<file path="src/rtl/puf_pkg.sv">
// Shared state encoding and default sizing
// for the arbiter-PUF race launcher.
package puf_pkg;

  typedef enum logic [2:0] {
    S_IDLE,
    S_ARM,
    S_FIRE,
    S_VOTE,
    S_DONE
  } state_t;

  localparam int DEF_CHAL_W    = 16;
  localparam int DEF_RESP_BITS = 8;
  localparam int DEF_SAMPLES   = 5;
  localparam int DEF_ARM_CYC   = 2;
  localparam int DEF_TIMEOUT   = 64;

endpackage

</file>
<file path="src/rtl/race_launcher_sync2.sv">
// Two-flop synchronizer for one
// asynchronous arbiter signal.
module sync2 (
  input  logic clk,
  input  logic reset,
  input  logic d,
  output logic q
);

  logic meta;

  always_ff @(posedge clk or posedge reset) begin
    if (reset) begin
      meta <= 1'b0;
      q    <= 1'b0;
    end else begin
      meta <= d;
      q    <= meta;
    end
  end

endmodule

</file>
<file path="src/rtl/race_launcher.sv">
// Arbiter-PUF race sequencer: arms, fires and
// majority-votes races into a response word.
import puf_pkg::*;

module race_launcher #(
  parameter int CHAL_W    = DEF_CHAL_W,
  parameter int RESP_BITS = DEF_RESP_BITS,
  parameter int SAMPLES   = DEF_SAMPLES,
  parameter int ARM_CYC   = DEF_ARM_CYC,
  parameter int TIMEOUT   = DEF_TIMEOUT
) (
  input  logic                 clk,
  input  logic                 reset,
  input  logic                 start_valid,
  output logic                 start_ready,
  input  logic [CHAL_W-1:0]    challenge,
  output logic [CHAL_W-1:0]    chal_out,
  output logic                 launch,
  output logic                 arb_reset,
  input  logic                 arb_done,
  input  logic                 arb_out,
  output logic                 resp_valid,
  output logic [RESP_BITS-1:0] response,
  output logic                 resp_err
);

  localparam int AW = $clog2(ARM_CYC + 1);
  localparam int FW = $clog2(TIMEOUT + 1);
  localparam int SW = $clog2(SAMPLES + 1);
  localparam int BW = $clog2(RESP_BITS + 1);

  localparam logic [AW-1:0] ARM_LAST  = AW'(ARM_CYC - 1);
  localparam logic [FW-1:0] FIRE_LAST = FW'(TIMEOUT - 1);
  localparam logic [SW-1:0] SAMP_LAST = SW'(SAMPLES - 1);
  localparam logic [SW-1:0] HALF      = SW'(SAMPLES / 2);
  localparam logic [BW-1:0] BIT_LAST  = BW'(RESP_BITS - 1);

  state_t              state;
  logic [CHAL_W-1:0]   chal;
  logic [AW-1:0]       arm_cnt;
  logic [FW-1:0]       fire_cnt;
  logic [SW-1:0]       sample_idx;
  logic [SW-1:0]       ones_cnt;
  logic [BW-1:0]       bit_idx;
  logic                sample;
  logic                done_s;
  logic                out_s;
  logic [SW-1:0]       ones_nxt;
  logic                vbit;
  logic [31:0]         rot_n;

  sync2 u_sync_done (
    .clk   (clk),
    .reset (reset),
    .d     (arb_done),
    .q     (done_s)
  );

  sync2 u_sync_out (
    .clk   (clk),
    .reset (reset),
    .d     (arb_out),
    .q     (out_s)
  );

  function automatic logic [CHAL_W-1:0] rotl(
    input logic [CHAL_W-1:0] v,
    input logic [31:0]       n
  );
    logic [2*CHAL_W-1:0] d;
    d = {v, v} << (n % CHAL_W);
    return d[2*CHAL_W-1:CHAL_W];
  endfunction

  always_comb begin
    ones_nxt = ones_cnt + SW'(sample);
    vbit     = ones_nxt > HALF;
    rot_n    = 32'(bit_idx) + 32'd1;
  end

  always_ff @(posedge clk or posedge reset) begin
    if (reset) begin
      state       <= S_IDLE;
      chal        <= '0;
      chal_out    <= '0;
      arm_cnt     <= '0;
      fire_cnt    <= '0;
      sample_idx  <= '0;
      ones_cnt    <= '0;
      bit_idx     <= '0;
      sample      <= 1'b0;
      response    <= '0;
      resp_err    <= 1'b0;
      resp_valid  <= 1'b0;
      launch      <= 1'b0;
      arb_reset   <= 1'b1;
      start_ready <= 1'b1;
    end else begin
      resp_valid <= 1'b0;
      unique case (state)
        S_IDLE: begin
          if (start_valid) begin
            chal        <= challenge;
            chal_out    <= challenge;
            bit_idx     <= '0;
            sample_idx  <= '0;
            ones_cnt    <= '0;
            resp_err    <= 1'b0;
            arm_cnt     <= '0;
            start_ready <= 1'b0;
            state       <= S_ARM;
          end
        end
        S_ARM: begin
          // a still-set arbiter must clear before the next race
          if (arm_cnt == ARM_LAST) begin
            if (!done_s) begin
              launch    <= 1'b1;
              arb_reset <= 1'b0;
              fire_cnt  <= '0;
              state     <= S_FIRE;
            end
          end else begin
            arm_cnt <= arm_cnt + 1'b1;
          end
        end
        S_FIRE: begin
          if (done_s || fire_cnt == FIRE_LAST) begin
            sample    <= done_s ? out_s : 1'b0;
            resp_err  <= resp_err | ~done_s;
            launch    <= 1'b0;
            arb_reset <= 1'b1;
            state     <= S_VOTE;
          end else begin
            fire_cnt <= fire_cnt + 1'b1;
          end
        end
        S_VOTE: begin
          arm_cnt <= '0;
          state   <= S_ARM;
          if (sample_idx == SAMP_LAST) begin
            ones_cnt   <= '0;
            sample_idx <= '0;
            response   <= {vbit, response[RESP_BITS-1:1]};
            bit_idx    <= bit_idx + 1'b1;
            chal_out   <= rotl(chal, rot_n);
            if (bit_idx == BIT_LAST) begin
              resp_valid <= 1'b1;
              state      <= S_DONE;
            end
          end else begin
            ones_cnt   <= ones_nxt;
            sample_idx <= sample_idx + 1'b1;
          end
        end
        S_DONE: begin
          start_ready <= 1'b1;
          state       <= S_IDLE;
        end
        default: state <= S_IDLE;
      endcase
    end
  end

endmodule
</file>
<file path="config.mk">
export PLATFORM = sky130hd
export DESIGN_NAME = race_launcher
export DESIGN_NICKNAME = d
export VERILOG_FILES = /design/src/rtl/puf_pkg.sv /design/src/rtl/race_launcher_sync2.sv /design/src/rtl/race_launcher.sv
export SDC_FILE = /design/constraint.sdc
export NUM_CORES = 1
export LEC_CHECK = 0
export ABC_AREA = 1
export CORE_UTILIZATION = 40
export CTS_CLUSTER_DIAMETER = 80
export CTS_CLUSTER_SIZE = 24
export DETAILED_ROUTE_END_ITERATION = 10
export PLACE_DENSITY = 0.71
export RECOVER_POWER = 50
export SYNTH_ARGS = -nofsm -noshare
export SYNTH_HDL_FRONTEND = slang
export SYNTH_SLANG_ARGS = --single-unit
</file>
<file path="constraint.sdc">
create_clock -name clk -period 4.5 [get_ports clk]
set_input_delay 0.675 -clock clk [delete_from_list [all_inputs] [get_ports clk]]
set_output_delay 0.675 -clock clk [all_outputs]
set_load 0.05 [all_outputs]
</file>
; Word-level counts from Yosys, hierarchy flattened
; Cells that the tools add are included.
[totals]
reg_bits = 72
[classes]
add_sub_neg = 6
n_lt_le_gt_ge = 1
n_eq_ne = 15
n_shift = 1
n_mux = 41
bitwise = 2
n_reduce_logical = 18
[ops]
columns = op, n
row1 = $mux W16, 2
row2 = $pmux W16 S2, 1
row3 = $shl A32 B4 Y32, 1
row4 = $mux W3, 9
row5 = $mux W7, 3
row6 = $ne A2 B2 Y1 const B, 7
row7 = $pmux W7 S2, 1
row8 = $mux W1, 12
row9 = $pmux W3 S2, 2
row10 = $pmux W3 S4, 1
row11 = $reduce_and A4 Y1, 3
row12 = $reduce_and A2 Y1, 5
row13 = $reduce_and A3 Y1, 3
row14 = $add A4 B1 Y4 const B, 2
row15 = $mux W4, 2
row16 = $pmux W1 S2, 4
row17 = $pmux W4 S2, 1
row18 = $reduce_bool A2 Y1, 4
row19 = $add A7 B1 Y7 const B, 1
row20 = $eq A7 B6 Y1 const B, 1
row21 = $eq A3 B2 Y1 const B, 2
row22 = $eq A3 B3 Y1 const B, 2
row23 = $pmux W2 S3, 1
row24 = $eq A4 B3 Y1 const B, 1
row25 = 12 further kinds, 13

; Depth between registers and ports, before layout
; Gate-level depths: netlist of the first run.
[depth]
word_depth = 4
depth_mapped = 12
ltp_nobuf = 11

; By module
; Synthesis of the first run repeated with hierarchy kept, for this count alone.
[hier_totals]
cells_unflattened = 559
hier_area_um2 = 4037.6
[by_module_without_submodules]
columns = module, instances, cells_per_inst, area_per_inst_um2, seq_area_each_um2
row1 = race_launcher, 1, 553, 3930.0, 1704.1
row2 = sync2, 2, 3, 53.8, 50.0

; Worst setup path after synthesis of the first run
; OpenSTA, ideal clock, no wires.
[synth_timing]
path_type = register to register
from = register bit_idx[1]
to = register chal_out[2]
arrival_time_ns = 1.657
path_slack_ns = 2.731
stages_incl_launch_ff = 12
n_path_buf = 2
path_cell_list = dfrtp_1 > ha_1 > buf_2 > clkinv_1 > clkbuf_1 > nand3_1 > nand3_1 > nand2_1 > nand2_1 > nand3_1 > nand2_1 > inv_1
[synth_between]
elab_chain_cells = 4
[synth_rtl]
columns = element, line
row1 = from (decl), race_launcher.sv:44  ; logic [BW-1:0] bit_idx;
row2 = from (signal assigned), race_launcher.sv:145  ; bit_idx <= bit_idx + 1'b1;
row3 = $add A4 B1 Y4, race_launcher.sv:78  ; rot_n = 32'(bit_idx) + 32'd1;
row4 = $shl A32 B4 Y32, race_launcher.sv:71  ; d = {v, v} << (n % CHAL_W);
row5 = $mux W16, race_launcher.sv:141  ; if (sample_idx == SAMP_LAST) begin
row6 = $pmux W16 S2, race_launcher.sv:100  ; unique case (state)
row7 = to (signal assigned), race_launcher.sv:104  ; chal_out <= challenge;
row8 = to (signal assigned), race_launcher.sv:146  ; chal_out <= rotl(chal, rot_n);
row9 = to (decl), race_launcher.sv:17  ; output logic [CHAL_W-1:0] chal_out,
; Every way passes these cells. The select of a mux whose other input is x is not followed.
; A chain may end at the register's enable or synchronous reset.

==> results of run 1 <==
cells by family (layout without fill, tap and decap cells):
| family | after synthesis | count (layout) | synth area share [%] |
|---|---|---|---|
| flip-flops | 72 | 72 | 44.98 |
| AO/OA/AOI/OAI | 59 | 59 | 7.611 |
| adder cells (fa/ha/maj) | 7 | 7 | 2.183 |
| buffers and inverters | 83 | 129 | 8.484 |
| XOR/XNOR | 2 | 2 | 0.4368 |
| AND/OR/NAND/NOR | 331 | 331 | 36.31 |
worst max path at each step:
stage                     slack (ns)  cells past startpoint                  from                        to
final                           1.75                      3                 reset       chal[3]$_DFFE_PP0P_
after global routing            1.28                      3                 reset       chal[4]$_DFFE_PP0P_
after CTS                       1.78                      6  state[2]$_DFFE_PP0P_  chal_out[13]$_DFFE_PP0P_
after detailed placement        1.81                      6  state[2]$_DFFE_PP0P_  chal_out[13]$_DFFE_PP0P_
after global placement          1.82                      7           start_valid  chal_out[10]$_DFFE_PP0P_
after floorplan                 2.00                      1                 reset    arm_cnt[0]$_DFFE_PP0P_
registers in the layout (all words and copies together), names as in the netlist:
signal and cells:
chal_out 16, start_ready 1, sample 1, ones_cnt 3, launch 1, state 3
u_sync_done.meta 1, response 8, arm_cnt 2, u_sync_out.meta 1, u_sync_done.q 1, fire_cnt 7
bit_idx 4, resp_err 1, resp_valid 1, arb_reset 1, u_sync_out.q 1, sample_idx 3
chal 16
metrics by stage:
stage,instances,cell area [um^2],worst slack (ns)
floorplan,554,4011,2.003
global placement,717,4582,1.820
detailed placement,717,4582,1.807
CTS,733,4826,1.785
global route,733,4818,1.285
finish,733,4818,1.751
Yosys cell counts (2+ instances only):
| master | instances | area [um^2] |
|---|---|---|
| clkbuf_1 | 9 | 33.78 |
| or2_1 | 4 | 25.02 |
| buf_4 | 2 | 15.01 |
| xnor2_1 | 2 | 17.52 |
| dfrtp_1 | 70 | 1752 |
| inv_1 | 54 | 202.7 |
| ha_1 | 7 | 87.58 |
| a21oi_1 | 17 | 85.08 |
| inv_2 | 3 | 11.26 |
| nor3_1 | 2 | 10.01 |
| nand2_1 | 190 | 713.2 |
| dfstp_2 | 2 | 52.55 |
| nand3_1 | 90 | 450.4 |
| nand3b_1 | 2 | 15.01 |
| or2_2 | 12 | 75.07 |
| buf_2 | 9 | 45.04 |
| clkinv_1 | 3 | 11.26 |
| nor2_1 | 24 | 90.09 |
| o21ai_0 | 38 | 190.2 |
| nand4_1 | 2 | 12.51 |
metal layers:
metal | vias up | wire (um) | track usage, %
met5 | - | 0 | 0
met4 | 0 | 389 | 10.55
met3 | 32 | 566 | 5.335
met2 | 134 | 4717 | 34.85
met1 | 1738 | 4282 | 26.15
li1 | 1844 | - | -
layout make-up:
class	instances	area (um^2)	area share, %
sequential	72	1804	37.44
clock inverter	7	120.1	2.493
timing repair buffer	52	505.5	10.49
inverter	61	231.5	4.804
tap	133	166.4	3.454
clock buffer	9	123.9	2.571
multi-input combinational	399	1867	38.74
where the power goes:
part / switching, mW / internal, mW
registers: 0.172 / 0.859
clock network: 0.257 / 0.369
logic: 1.13 / 0.552
total: 1.55 / 1.78
==> results.md, run 1 <==
* Status: complete, but fails checks
* Failing checks: capacitance limit, slew limit
* Overflow after GRT at 0
* Hold Buf Count CTS at 0
* Vias at roughly 3,700
* DIE WIDTH at 102.1 um
* RR Endpoint: chal_out[15]$_DFFE_PP0P_
* Overall power at about 3.3 mW
* Crit path cell chain: dlygate4sd3_1, inv_1, clkbuf_1
* Resized cells post-CTS at 0
* Worst-path clk slew at 0.07 ns
* Starting Density at 41.23%
* Critical Path RT at approximately 4.7 ns
* Clock sink total at 72
* Setup CP Type: in -> async
* P_leak at ~2.3 nW
* GRT Resource Usage Total at 21.28%
* Ant. Diodes at 0
* Starting DRT DRC Count at 173
* Peak VDD IR at 0.0003637 V
* Fin util at 49.52%
* Post-DP HPWL at 7307 um
* Worst Reg-to-Reg Cells at 9
* Top delay family on crit path: buffers and inverters
* Synth unique cells at 32
* Syn nets at 582
* Setup TNS at 0 ns
* Mapped Area at 4011 um^2
* I/O pin count at 50
* RSZ-0062 raised after global routing: no
* Antenna violations before repair at 0
* Rows at 36
* DRC at 0
* GPL Wtd Cong at 0.9808
* Commonest non-fill, non-tap cell in the layout: nand2_1
* Max Freq at 363.7 MHz
* Synth async-reset ratio at 100.0%
* Worst path slowest cell: clkbuf_1
* Synth Instances at 554
* Worst hold slack at 0.3514 ns
* Post-synth EDFFs at 0
* Final hold violation count at 0
* Number of global-route vias before repair at roughly 3,700
* Slew HR at -6.486%
* Max-cap viol count at 2
* Total CTS buffers at 9
* Final Slew Violations at 58
* Worst Hold End: u_sync_out.q$_DFF_PP0_
* Clock skew at 0.01140 ns
* Area grow syn2layout at 20.12%
* Hold Path Depth at 0
* Routed Antenna Nets at 0
* Pin count of the biggest net entering global routing at 49
* Yosys reg bits at just over 70
* Share of cells above drive strength 1 at 6.667%
* Pre-antenna DRT Iters at 5
* Clock tree from TritonCTS: done
* Core ar. at 9729 um^2
* # setup viols final at 0
* Die Y at 102.1 um
* First-pass GRT wire length at 17,190 um
* Vias per cell at 5.113
* Crit path largest cell delay at ~1.2 ns
* CP bufs+invs at 3
* WL/cell at about 14 um
* Yosys warning count at 0
* Routed WL at around 10000 um
* Tmin final at 2.749 ns
* CP arrival at 2.92 ns
* Clock buffer depth at 2
* Fin crit share at a little over 60%
* Post CTS Setup Buffer Count at 0
* Worst skew pair latency at 0.35 ns
* Reg-to-reg startpoint: bit_idx[0]$_DFFE_PP0P_
* Critical path fanouts, max at 29
* Port bufs at 49
* Sequential area share after synthesis at 44.98%
* Main synth FF type: dfrtp_1
* CP startpoint kind: input port
* Crit end category: asynchronous set/reset pin
* Mean post-synth cell area at 7.241 um^2
* Path type of the worst min-delay path: reg -> reg
* CTS root buf: clkbuf_8
* Die area at 10,430 um^2
* FF-to-FF setup slack at 1.81 ns
* Htree depth at 3
* Fin nets at 623
* Most frequent cells in the layout: 190 x nand2_1, 90 x nand3_1, 70 x dfrtp_1
* Pwr Density at 692.1 nW/um^2
* Worst Tran Pin Value at 1.597 ns
* # fillers at 972
* Worst hold start: u_sync_out.meta$_DFF_PP0_
No activity file was read; power rests on OpenSTA's default activity.
==> inputs of run 2 (changes only) <==
--- a/config.mk
+++ b/config.mk
@@ -10,7 +10,7 @@
 export CTS_CLUSTER_DIAMETER = 80
 export CTS_CLUSTER_SIZE = 24
 export DETAILED_ROUTE_END_ITERATION = 10
-export PLACE_DENSITY = 0.71
+export PLACE_DENSITY = 0.73
 export RECOVER_POWER = 50
 export SYNTH_ARGS = -nofsm -noshare
 export SYNTH_HDL_FRONTEND = slang
==> constraint.sdc (replaced) <==
create_clock -name clk -period 2.4 [get_ports clk]
set_input_delay 0.36 -clock clk [delete_from_list [all_inputs] [get_ports clk]]
set_output_delay 0.36 -clock clk [all_outputs]
set_load 0.05 [all_outputs]
==> results.md, run 2 (synthesis results as in run 1) <==
* Status: complete, but fails checks
* Failing checks: capacitance limit, slew limit
* Fin crit share at 88.16%
* Top delay family on crit path: simple AND/OR/NAND/NOR gates
* Critical path fanouts, max at 17 (-41%)
* Setup TNS at 0 ns (unchanged)
* DIE WIDTH at 102.1 um (unchanged)
* Worst path slowest cell: dfrtp_1
* Final Non-Filler Cells at 741 (+1.1%)
* Starting DRT DRC Count at 154 (-11%)
* RR Endpoint: chal_out[3]$_DFFE_PP0P_
* Vias at 3,712 (-0.96%)
* Crit path largest cell delay at 0.46 ns (-0.76 ns)
* Rows at 36 (unchanged)
* Routed Antenna Nets at 0 (unchanged)
* CP startpoint: bit_idx[0]$_DFFE_PP0P_
* FF-to-FF setup slack at 0.28 ns (-1.53 ns)
* Max-cap viol count at 1 (-1)
* Reg-to-reg startpoint: bit_idx[0]$_DFFE_PP0P_
* Starting Density at 41.23% (unchanged)
* # setup viols final at 0 (unchanged)
* Area grow syn2layout at 20.43%
* Ant. Diodes at 0 (unchanged)
* Clock tree from TritonCTS: done
* Routed WL at 10,550 um (+5.9%)
* Most frequent cells in the layout: 190 x nand2_1, 90 x nand3_1, 70 x dfrtp_1
* Die Y at 102.1 um (unchanged)
* Clock sink total at 72 (unchanged)
* Post CTS Setup Buffer Count at 0 (unchanged)
* Tmin final at 2.116 ns
* Share of cells above drive strength 1 at 7.730% (+1.1 points)
* Peak VDD IR at 0.0006341 V (+74%)
* Port bufs at 49 (unchanged)
* Worst Tran Pin Value at 1.617 ns (+0.01973 ns)
* Final Slew Violations at 73 (+26%)
* Worst Reg-to-Reg Cells at 9 (unchanged)
* Worst Setup EP: chal_out[3]$_DFFE_PP0P_
* Crit path cell chain: ha_1, clkinv_1, nand3_1, nand3_1, nand2_1, nand2_1, nand3_1, nand2_1, inv_1
* Worst hold start: u_sync_done.meta$_DFF_PP0_
* CP startpoint kind: flip-flop
* Antenna violations before repair at 0 (unchanged)
* Final hold violation count at 0 (unchanged)
* Worst skew pair latency at 0.35 ns (about the same)
* Total CTS buffers at 9 (unchanged)
* CTS root buf: clkbuf_8
* Max Freq at 472.6 MHz
* Htree depth at 3 (unchanged)
* First-pass GRT wire length at 17,510 um (+1.9%)
* I/O pin count at 50 (unchanged)
* Overflow after GRT at 0 (unchanged)
* CP arrival at 2.41 ns (-0.51 ns)
* Placed cell count at 725 (+1.1%)
* RSZ-0062 raised after global routing: no
* DRC at 0 (unchanged)
* Crit end category: flip-flop
* Clock buffer depth at 2 (unchanged)
* Resized cells post-CTS at 0 (unchanged)
* Worst-path clk slew at 0.08 ns (about the same)
* Largest regs: chal (16), chal_out (16), response (8)
* Clock skew at 0.008161 ns (-0.003241 ns)
* Core ar. at 9729 um^2 (unchanged)
* Critical Path RT at 2.69 ns (-1.98 ns)
* CP bufs+invs at 2 (-1)
* Pin count of the biggest net entering global routing at 73 (+49%)
* P_leak at 2.366 nW (+0.75%)
* GRT Resource Usage Total at 22.03% (+0.75 points)
* Setup CP Type: reg -> reg
* Path type of the worst min-delay path: reg -> reg
* Number of global-route vias before repair at 3,602 (-3.7%)
* Die area at 10,430 um^2 (unchanged)
* Commonest non-fill, non-tap cell in the layout: nand2_1
* Vias per cell at 5.009 (-2.0%)
* Pwr Density at 1274 nW/um^2 (+84%)
* Slew HR at -7.801% (-1.3 points)
* GPL Wtd Cong at 0.9008 (-8.2%)
* Hold Buf Count CTS at 0 (unchanged)
* WL/cell at 14.23 um (+4.8%)
* Cell count along the critical path at 9 (+6)
* Pre-antenna DRT Iters at 4 (-1)
* Fin nets at 631 (+1.3%)
* Post-DP HPWL at 7742 um (+6.0%)
## run 2: cell types whose count changed in the layout (fill, tap and decap cells not counted), moves of 2 or more
| cell | before | now |
|---|---|---|
| buf_4 | 1 | 8 |
| bufinv_16 | 3 | 1 |
| clkdlybuf4s50_1 | 45 | 47 |
| dlygate4sd3_1 | 4 | 2 |
## run 2: final cells by class
| type | instances | area (um^2) |
|---|---|---|
| clock buffers | 11 | 141.4 |
| well taps | 133 | 166.4 |
| fillers | 994 | 4898 |
| inverters | 61 | 231.5 |
| repair buffers | 60 | 564.3 |
| clock inverters | 5 | 56.30 |
| flip-flops and latches | 72 | 1804 |
| multi-input cells | 399 | 1867 |
## run 2: per-stage QoR
step / hold slack [ns] / utilization (%) / worst slack [ns] / instance area (um^2) / total power [mW]
after floorplan: 0.3312 / - / 0.2184 / 4011 / 4.244
after global placement: 0.3339 / 47.97 / 0.3360 / 4667 / 5.154
after detailed placement: 0.3347 / 47.97 / 0.2845 / 4667 / 5.218
after CTS: 0.3516 / 50.00 / 0.3157 / 4865 / 6.227
after global routing: 0.3728 / 49.65 / 0.1059 / 4831 / 6.645
final: 0.3497 / 49.65 / 0.2842 / 4831 / 6.153
## run 2: metal layers
metal	vias to the layer above	track usage [%]	share of wire [%]
met4	0	10.22	3.3
met5	-	0	0
met1	1731	28.45	44
met3	26	3.352	4.3
li1	1859	-	-
met2	96	36.40	48
## run 2: worst min path at each step
stage / to / slack, ns / cells after the start
after floorplan: u_sync_done.q$_DFF_PP0_ / 0.33 / 0
after global placement: u_sync_out.q$_DFF_PP0_ / 0.33 / 0
after detailed placement: u_sync_done.q$_DFF_PP0_ / 0.33 / 0
after CTS: u_sync_done.q$_DFF_PP0_ / 0.35 / 0
after global routing: u_sync_out.q$_DFF_PP0_ / 0.37 / 0
final: u_sync_done.q$_DFF_PP0_ / 0.35 / 0
## run 2: power by group
group / switching (mW) / total [mW] / internal (mW)
Combinational: 2.18 / 3.25 / 1.08
Sequential: 0.309 / 1.92 / 1.61
Clock: 0.474 / 0.981 / 0.507
